**config.mk**
```make
export PLATFORM = sky130hd
export DESIGN_NAME = digital_clock
export DESIGN_NICKNAME = d
export VERILOG_FILES = /design/src/rtl/digital_clock.sv
export SDC_FILE = /design/constraint.sdc
export NUM_CORES = 1
export LEC_CHECK = 0
export ABC_AREA = 1
export BUFFER_PORTS_ARGS = -buffer_cell sky130_fd_sc_hd__buf_4
export CORE_MARGIN = 2
export CORE_UTILIZATION = 45
export CTS_BUF_LIST = sky130_fd_sc_hd__clkbuf_16
export DETAILED_ROUTE_END_ITERATION = 10
export PLACE_DENSITY_LB_ADDON = 0.1
export SETUP_SLACK_MARGIN = 0.3
export SYNTH_ARGS = -nofsm -noshare
export SYNTH_HDL_FRONTEND = slang
export SYNTH_SLANG_ARGS = --single-unit
```
**constraint.sdc**
```tcl
create_clock -name clk -period 1.95 [get_ports clk]
set_input_delay 0.0975 -clock clk [delete_from_list [all_inputs] [get_ports clk]]
set_output_delay 0.0975 -clock clk [all_outputs]
set_load 0.05 [all_outputs]
```
**src/rtl/digital_clock.sv**
```systemverilog
// -----------------------------------------------------------------------------
// digital_clock
//
// Free-running 24-hour time-of-day counter (HH:MM:SS, plain binary).
// A prescaler divides clk down to a one-cycle tick. Each tick advances the
// seconds counter, and its carry ripples into minutes and then hours within
// the same edge. All outputs come straight from registers.
//
// Parameters:
//   CLK_FREQ_HZ   input clock frequency in Hz
//   TICK_FREQ_HZ  seconds-tick rate in Hz; DIV = CLK_FREQ_HZ / TICK_FREQ_HZ
//                 (integer division, DIV >= 1)
//   SEC_VALUE     seconds modulus (out_sec counts 0..SEC_VALUE-1)
//   MIN_VALUE     minutes modulus (out_min counts 0..MIN_VALUE-1)
//   HOUR_VALUE    hours modulus   (out_hour counts 0..HOUR_VALUE-1)
//
// Ports:
//   clk       in   system clock, rising-edge active
//   reset     in   asynchronous active-low reset; clears prescaler and time
//   out_sec   out  current seconds
//   out_min   out  current minutes
//   out_hour  out  current hours
//
// Optional feature, macro DIGITAL_CLOCK_SET_EN:
//   set_en    in   load request; loads set_* and clears the prescaler.
//                  Beats the tick; reset beats set_en.
//   set_hour  in   hour load value   (clamped to HOUR_VALUE-1)
//   set_min   in   minute load value (clamped to MIN_VALUE-1)
//   set_sec   in   second load value (clamped to SEC_VALUE-1)
//   With the macro undefined the time can only be cleared by reset.
// -----------------------------------------------------------------------------
module digital_clock #(
  parameter int CLK_FREQ_HZ  = 50_000,
  parameter int TICK_FREQ_HZ = 1,
  parameter int SEC_VALUE    = 60,
  parameter int MIN_VALUE    = 60,
  parameter int HOUR_VALUE   = 24
) (
  input  logic                          clk,
  input  logic                          reset,
`ifdef DIGITAL_CLOCK_SET_EN
  input  logic                          set_en,
  input  logic [$clog2(HOUR_VALUE)-1:0] set_hour,
  input  logic [$clog2(MIN_VALUE)-1:0]  set_min,
  input  logic [$clog2(SEC_VALUE)-1:0]  set_sec,
`endif
  output logic [$clog2(SEC_VALUE)-1:0]  out_sec,
  output logic [$clog2(MIN_VALUE)-1:0]  out_min,
  output logic [$clog2(HOUR_VALUE)-1:0] out_hour
);

  // ---------------------------------------------------------------------------
  // Derived constants
  // ---------------------------------------------------------------------------
  localparam int DIV = CLK_FREQ_HZ / TICK_FREQ_HZ;
  // A divider of 1 still needs a 1-bit register to exist; it simply stays 0.
  localparam int PW  = (DIV > 1) ? $clog2(DIV) : 1;
  localparam int SW  = $clog2(SEC_VALUE);
  localparam int MW  = $clog2(MIN_VALUE);
  localparam int HW  = $clog2(HOUR_VALUE);

  localparam logic [PW-1:0] PRESC_MAX = PW'(DIV - 1);
  localparam logic [SW-1:0] SEC_MAX   = SW'(SEC_VALUE - 1);
  localparam logic [MW-1:0] MIN_MAX   = MW'(MIN_VALUE - 1);
  localparam logic [HW-1:0] HOUR_MAX  = HW'(HOUR_VALUE - 1);

  // ---------------------------------------------------------------------------
  // State
  // ---------------------------------------------------------------------------
  logic [PW-1:0] presc_q, presc_d;
  logic [SW-1:0] sec_q,   sec_d;
  logic [MW-1:0] min_q,   min_d;
  logic [HW-1:0] hour_q,  hour_d;

  logic tick;
  logic min_carry;
  logic hour_carry;

  // ---------------------------------------------------------------------------
  // Tick and carry chain. Carries are combinational so that a rollover such as
  // 23:59:59 -> 00:00:00 updates every field on the same edge.
  // ---------------------------------------------------------------------------
  always_comb begin
    tick       = (presc_q == PRESC_MAX);
    min_carry  = tick      && (sec_q == SEC_MAX);
    hour_carry = min_carry && (min_q == MIN_MAX);
  end

  // ---------------------------------------------------------------------------
  // Next-state logic
  // ---------------------------------------------------------------------------
  always_comb begin
    // NOTE: every signal written here gets a default first; any path that left
    // one unassigned would make synthesis infer a latch to hold its old value.
    presc_d = presc_q;
    sec_d   = sec_q;
    min_d   = min_q;
    hour_d  = hour_q;

    // The ">=" comparisons make an out-of-range value (only reachable by
    // forcing) wrap to 0 on its next increment instead of counting on.
    presc_d = (presc_q >= PRESC_MAX) ? '0 : presc_q + 1'b1;

    if (tick) begin
      sec_d = (sec_q >= SEC_MAX) ? '0 : sec_q + 1'b1;
    end

    if (min_carry) begin
      min_d = (min_q >= MIN_MAX) ? '0 : min_q + 1'b1;
    end

    if (hour_carry) begin
      hour_d = (hour_q >= HOUR_MAX) ? '0 : hour_q + 1'b1;
    end

`ifdef DIGITAL_CLOCK_SET_EN
    // A load overrides whatever the tick would have done this edge and
    // restarts the prescaler so the loaded second lasts a full period.
    if (set_en) begin
      presc_d = '0;
      sec_d   = (set_sec  > SEC_MAX)  ? SEC_MAX  : set_sec;
      min_d   = (set_min  > MIN_MAX)  ? MIN_MAX  : set_min;
      hour_d  = (set_hour > HOUR_MAX) ? HOUR_MAX : set_hour;
    end
`endif
  end

  // ---------------------------------------------------------------------------
  // Registers
  // ---------------------------------------------------------------------------
  always_ff @(posedge clk or negedge reset) begin
    if (!reset) begin
      presc_q <= '0;
      sec_q   <= '0;
      min_q   <= '0;
      hour_q  <= '0;
    end else begin
      // NOTE: non-blocking assignments so every register samples the values
      // from before this edge, independent of statement order.
      presc_q <= presc_d;
      sec_q   <= sec_d;
      min_q   <= min_d;
      hour_q  <= hour_d;
    end
  end

  // Outputs are the registers themselves: glitch-free by construction.
  assign out_sec  = sec_q;
  assign out_min  = min_q;
  assign out_hour = hour_q;

endmodule

```
==> results of run 1 <==
kinds of logic after synthesis:
| family | count (synthesis) |
|---|---|
| and+or+nand+nor | 152 |
| xor gates and xnor gates | 14 |
| adders and majority gates | 4 |
| DFF | 33 |
| AOI/OAI and AO/OA | 20 |
| buffers and inverters | 30 |
cell usage in the layout, fill, tap and decap left out:
cell	Yosys	layout
a21boi_0	1	1
a21oi_1	3	3
buf_4	0	18
clkbuf_16	0	5
clkinv_1	0	1
dfrtp_1	33	32
dfrtp_2	0	1
dlygate4sd3_1	0	1
ha_1	4	3
ha_2	0	1
inv_1	27	28
inv_2	1	1
nand2_1	67	67
nand2_2	3	3
nand2_4	1	1
nand3_1	27	27
nand3_2	1	1
nand3_4	1	1
nand4_1	3	3
nor2_1	38	37
nor2_2	4	3
nor2_4	3	5
nor3_1	2	2
o21ai_0	9	9
o21ai_2	6	6
o21bai_1	1	1
or2_2	2	2
xnor2_1	5	5
xor2_1	9	9
power breakdown:
part | internal, mW | leakage, nW | total, mW | switching [mW]
clock network | 0.456 | 0.0685 | 0.718 | 0.262
registers | 0.686 | 0.445 | 0.686 | 0
logic | 0.00266 | 0.603 | 0.0159 | 0.0133
total | 1.14 | 1.12 | 1.42 | 0.275
flip-flops by register name, indices dropped and copies added (netlist names):
signal and count:
out_min 6, presc_q 16, out_hour 5, out_sec 6
worst max-delay path, delay by kind of cell, from the launching register on:
kind                     cells  cell delay (ns)
AND/OR/NAND/NOR              6             0.80
flip-flops                   1             0.37
adder cells (fa/ha/maj)      1             0.21
AO/OA/AOI/OAI                1             0.05
stage by stage:
stage | worst slack [ns] | utilization [%] | hold slack [ns]
floorplan | 0.310 | - | -0.198
global placement | 0.434 | 51.8 | 0.0723
detailed placement | 0.384 | 51.8 | 0.0730
CTS | 0.377 | 55.3 | 0.329
global route | 0.269 | 55.7 | 0.348
finish | 0.390 | 55.7 | 0.304
how the worst max path moves through the flow:
stage	startpoint	endpoint	slack (ns)	cells after the start
3_3_place_gp	presc_q[0]	out_min[0]	0.43	8
6_report	presc_q[0]	out_min[3]	0.39	8
2_1_floorplan	out_min[1]	out_hour[4]	0.31	6
5_1_grt	presc_q[0]	out_min[5]	0.27	8
4_1_cts	presc_q[0]	out_min[0]	0.38	8
3_5_place_dp	presc_q[0]	out_min[2]	0.38	8
area by class of cell:
type	count	area, µm²
fill	409	1810
timing repair buffer	19	145
inverter	28	105
sequential	33	827
clock buffer	5	125
tap	50	62.6
multi-input combinational	190	1000
clock inverter	2	7.51
per-layer routing:
metal | up-vias | GRT usage (%) | share of wire, %
li1 | 843 | - | -
met5 | - | 0 | 0
met2 | 24 | 25.5 | 44
met3 | 2 | 4.51 | 3.7
met1 | 754 | 25.2 | 52
met4 | 0 | 3.21 | 0.34
what timing repair did:
action / CTS / global route
endpoints found under the setup margin: 0 / 13
resized for setup: 0 / 4
hold endpoints to repair: 33 / 0
hold buffers: 1 / 0
==> flow_summary.json, run 1 <==
{
  "coreArea_mm2": 0.00409,
  "cts_tree": "done",
  "final_nets": 283,
  "synthCells": 253,
  "layout-drive-gt1-share_pct": 17.3,
  "hpwl_um": 2760,
  "clk_latency_ns": 0.27,
  "ir_drop_uv": 455,
  "worst_pin_slew_ns": 0.428,
  "drtPass1Iterations": 4,
  "yosys_warnings": 0,
  "power.total_mw": 1.42,
  "netlist_top_cells_count": "nand2_1 (67), nor2_1 (38), dfrtp_1 (33), inv_1 (27), nand3_1 (27)",
  "syn_area_mm2": 0.00194,
  "gp_congestion": 0.818,
  "max_freq_mhz": 641,
  "max-slew-margin-rel_pct": 71.5,
  "diodes": 0,
  "grt_pass1_wl_um": 6840,
  "outcome": "completed",
  "crit_fanout": 12,
  "skew_ns": 0.00540,
  "synthMuxAreaShare_pct": 0,
  "synth_edf_count": 0,
  "cts_setup_buffers": 0,
  "wl_um": 3790,
  "grt_usage_pct": 17.1,
  "synth_cell_types": 24,
  "crit_type": "reg -> reg",
  "vias": 1623,
  "postPlaceCellArea_mm2": 0.00212,
  "cp.required_ns": 2.10,
  "port_buffers": 18,
  "min_period_over_period_pct": 80.0,
  "leakage_nw": 1.12,
  "crit_chain": "ha_2 -> nand2_2 -> nor2_4 -> nand3_2 -> nor2_4 -> nand2_2 -> nand2_1 -> o21ai_2",
  "critical_path.max_stage_delay_ns": 0.37,
  "grt_pass1_vias": 1455,
  "ys_ff_latch": 33,
  "routed_via_density": 4.96,
  "gr-total-overflow": 0,
  "cap_viol_max_count": 0,
  "critPathLaunchType": "register",
  "rr_endpoint": "out_min[3]",
  "design_area_mm2": 0.00227,
  "final_max_slew_viol_count": 0,
  "cp-end-kind": "register",
  "power_density_mw_per_mm2": 624,
  "r2r_cells": 8,
  "r2r_start": "presc_q[0]",
  "synth_nets": 259,
  "synth-xor-area-share_pct": 6.32,
  "num_io_pins": 19,
  "cts_root_buffer": "clkbuf_16",
  "synth_area_leader_cell": "dfrtp_1",
  "cts.sinks": 33,
  "cts_buffers": 5,
  "area_delta_synth_final_pct": 17.2,
  "start_util_pct": 47.5,
  "grt_setup_unrepaired": "true",
  "cp_slowest_cell": "dfrtp_1",
  "hp-class": "in -> async",
  "setup_viol": 0,
  "fin_setup_tns_ns": 0,
  "arrival_ns": 1.71,
  "clock_path_buffers": 2,
  "grt_max_degree": 34,
  "placed_cells": 319,
  "fin_cells": 327,
  "async_flop_share_pct": 100,
  "drtIter0Drc": 89,
  "synth_top_family_by_area": "simple AND/OR/NAND/NOR gates",
  "synth_area_leaders": "dfrtp_1 (43%), nand2_1 (13%), nor2_1 (7.4%)",
  "die_h_um": 69.7,
  "rrSetupSlack_ns": 0.39,
  "ys.flop_type": "dfrtp_1",
  "avgSynthCellArea_um2": 7.67,
  "synth_top_area_share_pct": 42.6,
  "synth_compound_area_share_pct": 6.58,
  "cts_htree_levels": 2,
  "hold_viol_final": 0,
  "fp.dieW_um": 69.7,
  "path_clk_slew_ns": 0.05,
  "synth_most_common_cell": "nand2_1",
  "die_area_mm2": 0.00485,
  "grt_antenna_before_repair": 0,
  "wl_per_cell_um": 11.6,
  "synth-seq-area-share_pct": 42.6,
  "drc_errors": 0,
  "synthSimpleGateAreaFrac_pct": 35.4,
  "num_rows": 23,
  "finalCriticalPeriod_ns": 1.56,
  "synth-adder-area-share_pct": 2.58,
  "final_antenna_net_count": 0
}
Note: power is estimated with default switching activity, not from simulation.
==> inputs of run 2 (changes only) <==
==> constraint.sdc (replaced) <==
create_clock -name clk -period 1.6 [get_ports clk]
set_input_delay 0.08 -clock clk [delete_from_list [all_inputs] [get_ports clk]]
set_output_delay 0.08 -clock clk [all_outputs]
set_load 0.05 [all_outputs]
==> run 2 against run 1 <==
Power grew 23%; non-clock buffer count grew 18; sequential cell count is the same; sequential share of layout area shrank 3.7 points; combinational power grew 21%; sequential power grew 22%; setup slack lost 0.19 ns; die area is the same; clock skew grew 0.00099 ns; clock power grew 23%.
==> flow_summary.json, run 2 (synthesis gave the netlist of run 1 again) <==
{
  "fin_cells": 348,
  "drtIter0Drc": 93,
  "layout-drive-gt1-share_pct": 34.2,
  "crit_family": "simple AND/OR/NAND/NOR gates",
  "max-slew-margin-rel_pct": 71.6,
  "gp_congestion": 0.790,
  "crit_fanout": 5,
  "fin_util_pct": 63.5,
  "drtPass1Iterations": 4,
  "leakage_nw": 1.29,
  "cts.sinks": 33,
  "cp_slowest_cell": "dfrtp_1",
  "ir_drop_uv": 450,
  "crit_chain": "ha_2 -> nand2_4 -> inv_4 -> nand2_4 -> nor2_4 -> nand4_1 -> nand2_1 -> nand2_1",
  "hp-class": "in -> async",
  "worst-path-buf-inv": 1,
  "cts_tree": "done",
  "cap_viol_max_count": 0,
  "largest_register_ffs": 16,
  "path_clk_slew_ns": 0.05,
  "design_area_mm2": 0.00259,
  "power_density_mw_per_mm2": 671,
  "wl_per_cell_um": 12.4,
  "arrival_ns": 1.56,
  "critical_path.max_stage_delay_ns": 0.35,
  "port_buffers": 18,
  "grt_pass1_vias": 1593,
  "dp_slack_ns": 0.100,
  "cts_buffers": 5,
  "diodes": 0,
  "power.total_mw": 1.74,
  "drc_errors": 0,
  "vias": 1764,
  "min_period_over_period_pct": 87.3,
  "mostFrequentLayoutCells": "nand2_1 (62), buf_4 (35), nor2_1 (31)",
  "skew_ns": 0.00639,
  "fin_setup_tns_ns": 0,
  "worst_pin_slew_ns": 0.426,
  "hpwl_um": 2760,
  "cp-end-kind": "register",
  "final_antenna_net_count": 0,
  "crit_cells": 8,
  "fin_worst_hold_slack_ns": 0.284,
  "hold_viol_final": 0,
  "cts_htree_levels": 2,
  "max_freq_mhz": 716,
  "num_io_pins": 19,
  "fp.dieW_um": 69.7,
  "grt_usage_pct": 19.4,
  "final_max_slew_viol_count": 0,
  "clk_latency_ns": 0.28,
  "coreArea_mm2": 0.00409,
  "crit_type": "reg -> reg",
  "cts_root_buffer": "clkbuf_16",
  "routed_via_density": 5.07,
  "grt_max_degree": 34,
  "r2r_cells": 8,
  "finalCriticalPeriod_ns": 1.40,
  "wl_um": 4320,
  "largest-register": "presc_q",
  "die_area_mm2": 0.00485,
  "placed_cells": 323,
  "setup_viol": 0,
  "grt_antenna_before_repair": 0,
  "postPlaceCellArea_mm2": 0.00221,
  "layout_setup_ws_ns": 0.203,
  "outcome": "completed",
  "final_common_cell": "nand2_1",
  "final_nets": 303,
  "grt_setup_unrepaired": "true",
  "num_rows": 23,
  "critPathLaunchType": "register",
  "start_util_pct": 47.5,
  "die_h_um": 69.7,
  "gr-total-overflow": 0,
  "grt_pass1_wl_um": 7490,
  "clock_path_buffers": 2,
  "area_delta_synth_final_pct": 33.7,
  "cp.required_ns": 1.76
}
run 2: cell count changes in the layout (fill, tap and decap cells not counted), moves of 2 or more:
cell	delta
buf_4	+17
dfrtp_1	-15
dfrtp_2	+15
ha_1	-2
ha_4	+2
nand2_1	-5
nand2_4	+5
nand3_1	-3
nand3_2	+2
nand3_4	+2
nor2_1	-6
nor2_4	+5
o21ai_0	-4
o21ai_1	+3
run 2: path summary, 6_finish.rpt:
| check | from | end | slack (ns) |
|---|---|---|---|
| worst max register to register | presc_q[0] | out_hour[0] | 0.20 |
| worst min-delay path | reset | out_sec[5] | 0.28 |
| worst min register to register | presc_q[15] | presc_q[15] | 0.50 |
| max in group asynchronous | reset | presc_q[3] | 0.98 |
| min in group clk | presc_q[15] | presc_q[15] | 0.50 |
| worst max-delay path | presc_q[0] | out_hour[0] | 0.20 |
run 2: metal layers:
layer / part of all wire, % / GRT usage, % / routed length, µm
met3: 4.1 / 4.51 / 176
met2: 50 / 32.3 / 2140
met4: 1.5 / 6.41 / 63
met5: 0 / 0 / 0
met1: 45 / 24.9 / 1930
run 2: layout make-up:
cell class / instances / area (µm²)
clock inverter: 3 / 11.3
inverter: 28 / 108
clock buffer: 5 / 125
tap: 50 / 62.6
fill: 340 / 1490
timing repair buffer: 37 / 284
multi-input combinational: 192 / 1160
sequential: 33 / 846
run 2: where the power goes:
part,switching [mW],internal [mW],total (mW)
clock,0.328,0.558,0.886
combinational,0.0161,0.00324,0.0193
sequential,0,0.836,0.836
run 2: repair_timing:
action	4_1_cts	5_1_grt
gates resized for setup	11	26
pin swaps	16	16
cloned	2	0
endpoints found under the setup margin	33	33
hold buffers	1	0
hold endpoints to repair	33	0
buffers inserted	6	8
